**src/rtl/coreboard1588_pkg.sv**
```systemverilog
// coreboard1588_pkg: shared timestamp entry type, flag positions and compensation helper.
package coreboard1588_pkg;
  typedef struct packed {
    logic [1:0]  flags;
    logic [31:0] second;
    logic [31:0] nanosecond;
  } ts_entry_t;
  localparam int TS_FLAG_TS = 0;
  localparam int TS_FLAG_PPS = 1;
  localparam logic [31:0] NS_PER_SECOND = 32'd1_000_000_000;
  // Subtract a fixed latency, borrowing one second when nanoseconds underflow.
  function automatic ts_entry_t compensate(input ts_entry_t e, input logic [31:0] comp);
    compensate = e;
    compensate.nanosecond = (e.nanosecond >= comp) ? e.nanosecond - comp : e.nanosecond + NS_PER_SECOND - comp;
    compensate.second = (e.nanosecond >= comp) ? e.second : e.second - 32'd1;
  endfunction
endpackage

```
**src/rtl/coreboard1588_sync_fifo.sv**
```systemverilog
// coreboard1588_sync_fifo: single-clock first-word-fall-through FIFO with output register.
module coreboard1588_sync_fifo #(
  parameter int WIDTH = 66,
  parameter int DEPTH = 16
) (
  input  logic                       clk,
  input  logic                       rst,
  input  logic                       clear,
  input  logic                       wr_en,
  input  logic [WIDTH-1:0]           wr_data,
  input  logic                       rd_en,
  output logic [WIDTH-1:0]           rd_data,
  output logic                       full,
  output logic                       empty,
  output logic [$clog2(DEPTH):0]     level
);
  localparam int AW = $clog2(DEPTH);
  localparam int LW = AW + 1;
  logic [WIDTH-1:0] mem [DEPTH];
  logic [AW-1:0] wr_ptr, rd_ptr;
  logic [LW-1:0] mem_count;
  logic out_valid, pop, push, load;
  assign pop = rd_en & out_valid;
  assign level = mem_count + LW'(out_valid);
  assign full = level == LW'(DEPTH);
  assign empty = ~out_valid;
  // Fullness is judged after a same-cycle pop, so a full FIFO being drained still accepts.
  assign push = wr_en & ~clear & (~full | pop);
  assign load = (mem_count != '0) & (~out_valid | pop);
  always_ff @(posedge clk or posedge rst) begin
    if (rst) begin
      wr_ptr <= '0;
      rd_ptr <= '0;
      mem_count <= '0;
      out_valid <= 1'b0;
      rd_data <= '0;
    end else if (clear) begin
      wr_ptr <= '0;
      rd_ptr <= '0;
      mem_count <= '0;
      out_valid <= 1'b0;
    end else begin
      if (push) wr_ptr <= wr_ptr + 1'b1;
      if (load) begin
        rd_data <= mem[rd_ptr];
        rd_ptr <= rd_ptr + 1'b1;
      end
      mem_count <= mem_count + LW'(push) - LW'(load);
      out_valid <= load | (out_valid & ~pop);
    end
  end
  always_ff @(posedge clk) if (push) mem[wr_ptr] <= wr_data;
endmodule

```
**src/rtl/coreboard1588_ts_capture.sv**
```systemverilog
// coreboard1588_ts_capture: latches RTC time on TS/PPS events, removes sync latency, queues captures.
module coreboard1588_ts_capture import coreboard1588_pkg::*; #(
  parameter int C_FIFO_DEPTH = 16,
  parameter int C_NS_COMP = 24
) (
  input  logic                          clk,
  input  logic                          rst,
  input  logic                          ts_event,
  input  logic                          pps_event,
  input  logic [31:0]                   rtc_second,
  input  logic [31:0]                   rtc_nanosecond,
  input  logic                          ctrl_enable,
  input  logic                          ctrl_pps_capture,
  input  logic                          ctrl_clear,
  output logic                          m_valid,
  input  logic                          m_ready,
  output logic [31:0]                   m_second,
  output logic [31:0]                   m_nanosecond,
  output logic [1:0]                    m_flags,
  output logic [$clog2(C_FIFO_DEPTH):0] stat_level,
  output logic                          stat_overflow,
  output logic [15:0]                   stat_drop_count
);
  logic [1:0] flags;
  logic trig, s1_valid, s2_valid, full, empty, wr_en, drop;
  ts_entry_t s1, s2, head;
  always_comb begin
    flags = '0;
    flags[TS_FLAG_TS] = ts_event;
    flags[TS_FLAG_PPS] = ctrl_pps_capture & pps_event;
  end
  assign trig = ctrl_enable & (|flags);
  always_ff @(posedge clk or posedge rst) begin
    if (rst) begin
      s1_valid <= 1'b0;
      s2_valid <= 1'b0;
      s1 <= '0;
      s2 <= '0;
    end else begin
      s1_valid <= trig & ~ctrl_clear;
      s2_valid <= s1_valid & ~ctrl_clear;
      if (trig) s1 <= '{flags: flags, second: rtc_second, nanosecond: rtc_nanosecond};
      if (s1_valid) s2 <= compensate(s1, 32'(C_NS_COMP));
    end
  end
  assign wr_en = s2_valid & ~ctrl_clear;
  assign drop = wr_en & full & ~(m_valid & m_ready);
  always_ff @(posedge clk or posedge rst) begin
    if (rst) begin
      stat_overflow <= 1'b0;
      stat_drop_count <= '0;
    end else if (ctrl_clear) begin
      stat_overflow <= 1'b0;
      stat_drop_count <= '0;
    end else if (drop) begin
      stat_overflow <= 1'b1;
      stat_drop_count <= stat_drop_count + 16'(stat_drop_count != 16'hFFFF);
    end
  end
  coreboard1588_sync_fifo #(.WIDTH($bits(ts_entry_t)), .DEPTH(C_FIFO_DEPTH)) u_fifo (
    .clk(clk),
    .rst(rst),
    .clear(ctrl_clear),
    .wr_en(wr_en),
    .wr_data(s2),
    .rd_en(m_ready),
    .rd_data(head),
    .full(full),
    .empty(empty),
    .level(stat_level)
  );
  assign m_valid = ~empty;
  assign m_second = head.second;
  assign m_nanosecond = head.nanosecond;
  assign m_flags = head.flags;
endmodule

```
**config.mk**
```make
export PLATFORM = sky130hd
export DESIGN_NAME = coreboard1588_ts_capture
export DESIGN_NICKNAME = d
export VERILOG_FILES = /design/src/rtl/coreboard1588_pkg.sv /design/src/rtl/coreboard1588_sync_fifo.sv /design/src/rtl/coreboard1588_ts_capture.sv
export SDC_FILE = /design/constraint.sdc
export NUM_CORES = 1
export LEC_CHECK = 0
export ABC_CLOCK_PERIOD_IN_PS = 9200
export BUFFER_PORTS_ARGS = -buffer_cell sky130_fd_sc_hd__buf_2
export CELL_PAD_IN_SITES_DETAIL_PLACEMENT = 0
export CELL_PAD_IN_SITES_GLOBAL_PLACEMENT = 1
export CORE_MARGIN = 5
export CORE_UTILIZATION = 30
export DETAILED_ROUTE_END_ITERATION = 8
export HOLD_SLACK_MARGIN = 0.02
export PLACE_DENSITY_LB_ADDON = 0.1
export SLEW_MARGIN = 20
export SYNTH_ARGS = -nofsm -noshare
export SYNTH_HDL_FRONTEND = slang
export SYNTH_SLANG_ARGS = --single-unit
```
**constraint.sdc**
```tcl
create_clock -name clk -period 9.2 [get_ports clk]
set_clock_uncertainty 0.1 [all_clocks]
set_input_delay 1.38 -clock clk [delete_from_list [all_inputs] [get_ports clk]]
set_output_delay 1.38 -clock clk [all_outputs]
set_load 0.02 [all_outputs]
```
Word level (Yosys, flattened, before mapping)
Memory sizes are Yosys's and may differ from the RTL's. A register that Yosys moved wholly into a read port is not among the register bits.
Index checks and enable logic that the tools add are counted.

storage, ports and cells
  memories = 1
  flip-flop bits (word level) = 165
  output and inout bits = 89
  bits in writable memories = 1056
  logic and storage cells = 67
  input bits = 72

memories
  memory      depth  width  read ports  clocked after memory_dff  write ports  line                           source
  u_fifo.mem  16     66     1           1                         1            coreboard1588_sync_fifo.sv:19  logic [WIDTH-1:0] mem [DEPTH];

cells by class
  bitwise gates (word level) = 19
  magnitude comparators = 1
  equal/unequal tests = 2
  multiplexer cells = 14
  $add $sub $neg = 10
  reduce and logical (&&, ||, !) cells = 6

operators with widths
  cell                      number
  $mux W32                  2
  $sub A32 B5 Y32 const B   2
  $add A32 B30 Y32 const B  1
  $ge A32 B5 Y1 const B     1
  $mux W16                  2
  $sub A32 B1 Y32 const B   1
  $add A16 B1 Y16           1
  $mux W4                   4
  $ne A16 B16 Y1 const B    1
  $and A1 B1 Y1             12
  $add A5 B1 Y5             2
  $add A4 B1 Y4 const B     2
  $reduce_bool A2 Y1        3
  $eq A5 B5 Y1 const B      1
  $mux W1                   5
  $mux W5                   1
  $reduce_bool A5 Y1        1
  $sub A5 B1 Y5             1
  $not A1 Y1                4
  $or A1 B1 Y1              3
  $reduce_and A2 Y1         1
  $reduce_or A2 Y1          1

Longest topological paths before layout
  word-level depth = 8
  mapped depth = 15
  gate-level depth less buffers = 14

By module
From an unflattened synthesis, not the netlist that was laid out.

second synthesis, totals
  cells, all modules = 2566
  area total of the unflattened synthesis = 50166.9 um^2

modules (own cells, without submodules)
  module                    seq. area each (um^2)  area an instance (um^2)  cells an instance  instances
  coreboard1588_sync_fifo   33712.3                42844.8                  1875               1
  coreboard1588_ts_capture  3778.6                 7322.0                   691                1

Worst setup path after synthesis
OpenSTA, ideal clock, no wires.

  path type = in2reg
  start point = input m_ready
  end point = memory u_fifo.mem[3][0], enable pin
  path buffers = 1
  arrival = 8.254 ns
  slack = 0.192 ns
  cell stages on the path = 4
  path through = a2111o_1 -> clkbuf_1 -> o21ai_1 -> nor4_1

between the ends
  longest elaborated chain between the ends = 5

ends and longest elaborated chain
  what                           line                            source
  start, declared                coreboard1588_ts_capture.sv:16  input logic m_ready,
  $and A1 B1 Y1                  coreboard1588_sync_fifo.sv:23   assign pop = rd_en & out_valid;
  $or A1 B1 Y1                   coreboard1588_sync_fifo.sv:28   assign push = wr_en & ~clear & (~full | pop);
  $and A1 B1 Y1                  coreboard1588_sync_fifo.sv:28
  $mux W1                        coreboard1588_sync_fifo.sv:52   always_ff @(posedge clk) if (push) mem[wr_ptr] <= wr_data;
  $mux W1 (implied by the code)  coreboard1588_sync_fifo.sv:52
  end, declared                  coreboard1588_sync_fifo.sv:19

No other way between the ends.

Worst setup path in the final report
  start point = register u_fifo.mem_count[0]
  end point = memory u_fifo.mem[2][16], enable pin

between the ends
  longest elaborated chain between the ends = 7

ends and longest elaborated chain
  what                           line                           source
  start, declared                coreboard1588_sync_fifo.sv:21  logic [LW-1:0] mem_count;
  start signal, assigned         coreboard1588_sync_fifo.sv:48  mem_count <= mem_count + LW'(push) - LW'(load);
  $add A5 B1 Y5                  coreboard1588_sync_fifo.sv:24  assign level = mem_count + LW'(out_valid);
  $eq A5 B5 Y1                   coreboard1588_sync_fifo.sv:25  assign full = level == LW'(DEPTH);
  $not A1 Y1                     coreboard1588_sync_fifo.sv:28
  $or A1 B1 Y1                   coreboard1588_sync_fifo.sv:28
  $and A1 B1 Y1                  coreboard1588_sync_fifo.sv:28
  $mux W1                        coreboard1588_sync_fifo.sv:52
  $mux W1 (implied by the code)  coreboard1588_sync_fifo.sv:52

No other way between the ends.

==> results.yml <==
run_status:
  status: "finished clean"
placement:
  gp_congestion: 0.722
  io_buffer_count: 160
  place_inst: 4824
  dp_hpwl_um: 81900
logic_synthesis:
  synth_area_leaders: "edfxtp_1 63%, mux4_2 12%, dfrtp_1 11%"
  ys_dominant_reg_cell: "edfxtp_1"
  syn_nets: 2647
  seq_area_frac_synth: 0.744
  synthCells: 2555
  synth_top_area_frac: 0.629
  syn_area_per_cell_um2: 19.7
  ys_seq_elements: 1287
  yosys.area.top_type: "edfxtp_1"
  synthArstFlopShare: 0.179
  yosysWarnings: 0
  synth_enable_flop_cells: 1056
  synth_area_um2: 50400
  ys_types: 67
grt:
  grt_max_degree: 116
  grt_pass1_wl_um: 199000
  grt_overflow: 0
  antenna_found_initial: 4
  grt_usage: 0.156
  first_global_vias: 27000
power:
  clockPowerShare: 0.354
  switching_share: 0.284
  p_seq_frac: 0.465
  vdd_drop_max_uv: 208
  switchingPower_uw: 4630
  power_density_nw_per_um2: 278
  power_frac_comb: 0.181
  p_int_uw: 11700
  p_leak_uw: 0.0192
clock_network:
  cts_buffers: 149
  ctsHoldBuffers: 0
  post_cts_buffers: 0
  clockBufferDepth: 3
  root_buffer: "clkbuf_16"
  clk_pin_slew_worst_paths_ps: 60
  insertion_delay_ps: 760
  htree_levels: 4
  cts_tree: "yes"
  cts_resized: 0
  cts_sinks: 1287
worst_setup_path:
  cp_max_fo: 47
  cp_data_arrival_time_ps: 4750
  r2r_cells: 8
  path_class: "reg2reg"
  cp.required_ps: 9470
  worst_setup_path_end_kind: "flop"
  critPathLaunchType: "flop"
route:
  via_per_inst: 4.87
  ant_nets: 0
  wl_per_cell_um: 26.9
  highest_layer: "met4"
  drt_wl_total_um: 137000
  m1WireLength_um: 57200
  met3WireLength_um: 3820
  drt_iter0_drc: 1500
  dr_total_vias: 24800
  wl_met2_um: 72900
  drcViolationCount: 0
  first_pass_iters: 5
sta:
  rsz0062_at_grt: "false"
  setup-violations-final: 0
  max_freq_mhz: 223
  fin_crit_sh: 0.488
  finalCriticalPeriod_ps: 4490
  setup_tns_ps: 0
  tightest_slew_ps: 1080
  final_max_slew_viol_count: 0
  hold_viol_final: 0
  hold_slack_ps: 368
  timing.slew.headroom: 0.282
floorplan:
  rows: 150
  die-area_um2: 176000
  start_util: 0.302
  io_pins: 161
  dieWidth_um: 420
  core_um2: 167000
  die_h_um: 420
run:
  drv_cap: 0
finish:
  nets: 2863
  num_antenna_cells: 0
  area_growth_pct: 16.4
  layout-drive-gt1-share: 0.276
  finalNonFillerCells: 5103
worst_hold_path:
  worstHoldPathCells: 1
  hp-class: "reg2reg"
cells in the mapped netlist, types with 15 or more instances:
cell      number
a21o_1        71
a21oi_1       36
a31oi_1       28
buf_2         27
clkbuf_1      94
dfrtp_1      231
edfxtp_1    1056
ha_1          19
inv_1         25
mux2_2        75
mux2i_1      138
mux4_2       264
nand2_1       51
nand3_1       16
nor2_1        86
nor3_1        15
nor4_1        16
o22ai_1       66
o31ai_1       18
or3_1         18
or4_1         18
xnor2_1       16
through the flow:
stage                     setup slack (ps)   util  cell area (µm²)  power [µW]
after floorplan                        192      -            50400        9510
after global placement                4440  0.323            53900       10800
after detailed placement              4400  0.323            53900       10800
after CTS                             4640  0.351            58700       16700
after global routing                  4410  0.351            58700       17100
final                                 4710  0.351            58700       16300
flip-flops by register name (all words and copies together) (netlist names):
register	count
u_fifo.wr_ptr	4
s2_valid	1
s1	66
u_fifo.mem	1056
u_fifo.mem_count	5
u_fifo.rd_data	66
u_fifo.out_valid	1
stat_overflow	1
s2	66
stat_drop_count	16
u_fifo.rd_ptr	4
s1_valid	1
final timing paths:
path | start | end | slack [ps]
max | u_fifo.mem_count[0] | u_fifo.mem[2][16] | 4710
max in group asynchronous | rst | u_fifo.rd_ptr[0] | 7090
max reg2reg | u_fifo.mem_count[0] | u_fifo.mem[2][16] | 4710
min in group asynchronous | rst | s2[52] | 610
min | u_fifo.rd_data[54] | u_fifo.rd_data[54] | 370
min reg2reg | u_fifo.rd_data[54] | u_fifo.rd_data[54] | 370
power groups by stage:
stage | logic, µW | clock network (µW) | registers, µW
2_1_floorplan | 2050 | 0 | 7460
3_3_place_gp | 3060 | 0 | 7730
3_5_place_dp | 3060 | 0 | 7770
4_1_cts | 3070 | 5980 | 7650
5_1_grt | 3230 | 6230 | 7670
6_report | 2960 | 5780 | 7590
cell type report:
type,instances,area (µm²)
fillers,15700,108000
flip-flops and latches,1287,37500
multi-input cells,1105,12400
clock buffers,219,4210
well taps,2204,2760
repair buffers,201,1170
clock inverters,60,584
inverters,27,109
cell usage in the layout, fill, tap and decap left out, types with 35 or more instances in the layout:
cell       synthesis  layout
mux2_2            75      75
edfxtp_1        1056    1056
nor2_1            86      86
a21oi_1           36      36
buf_2             27     160
mux2i_1          138     138
o22ai_1           66      66
buf_4              0      35
mux4_2           264     264
clkbuf_1          94      55
a21o_1            71      71
nand2_1           51      51
dfrtp_1          231     227
clkbuf_16          0     155
metal layers:
layer | vias up | GRT usage
met5 | - | 0
met2 | 417 | 0.284
li1 | 10900 | -
met1 | 13300 | 0.193
met4 | 0 | 0.0426
met3 | 174 | 0.0232
critical path, stage by stage, from the launching register on:
cell and delay (ps):
dfrtp_1 420, ha_1 240, ha_1 230, and3b_1 180, o211ai_1 580, o21ai_1 440
nor3_1 450, and2_4 530, buf_4 700
cell families (layout without fill, tap and decap cells):
family / Yosys count / after routing / synth area share
fa+ha+maj: 20 / 20 / 0.00511
buf+inv: 163 / 507 / 0.0130
compound gates: 276 / 276 / 0.0373
simple gates: 306 / 306 / 0.0342
mux: 477 / 477 / 0.162
flops: 1287 / 1287 / 0.744
xor+xnor: 26 / 26 / 0.00452
Power figures use the tool's default switching activity.
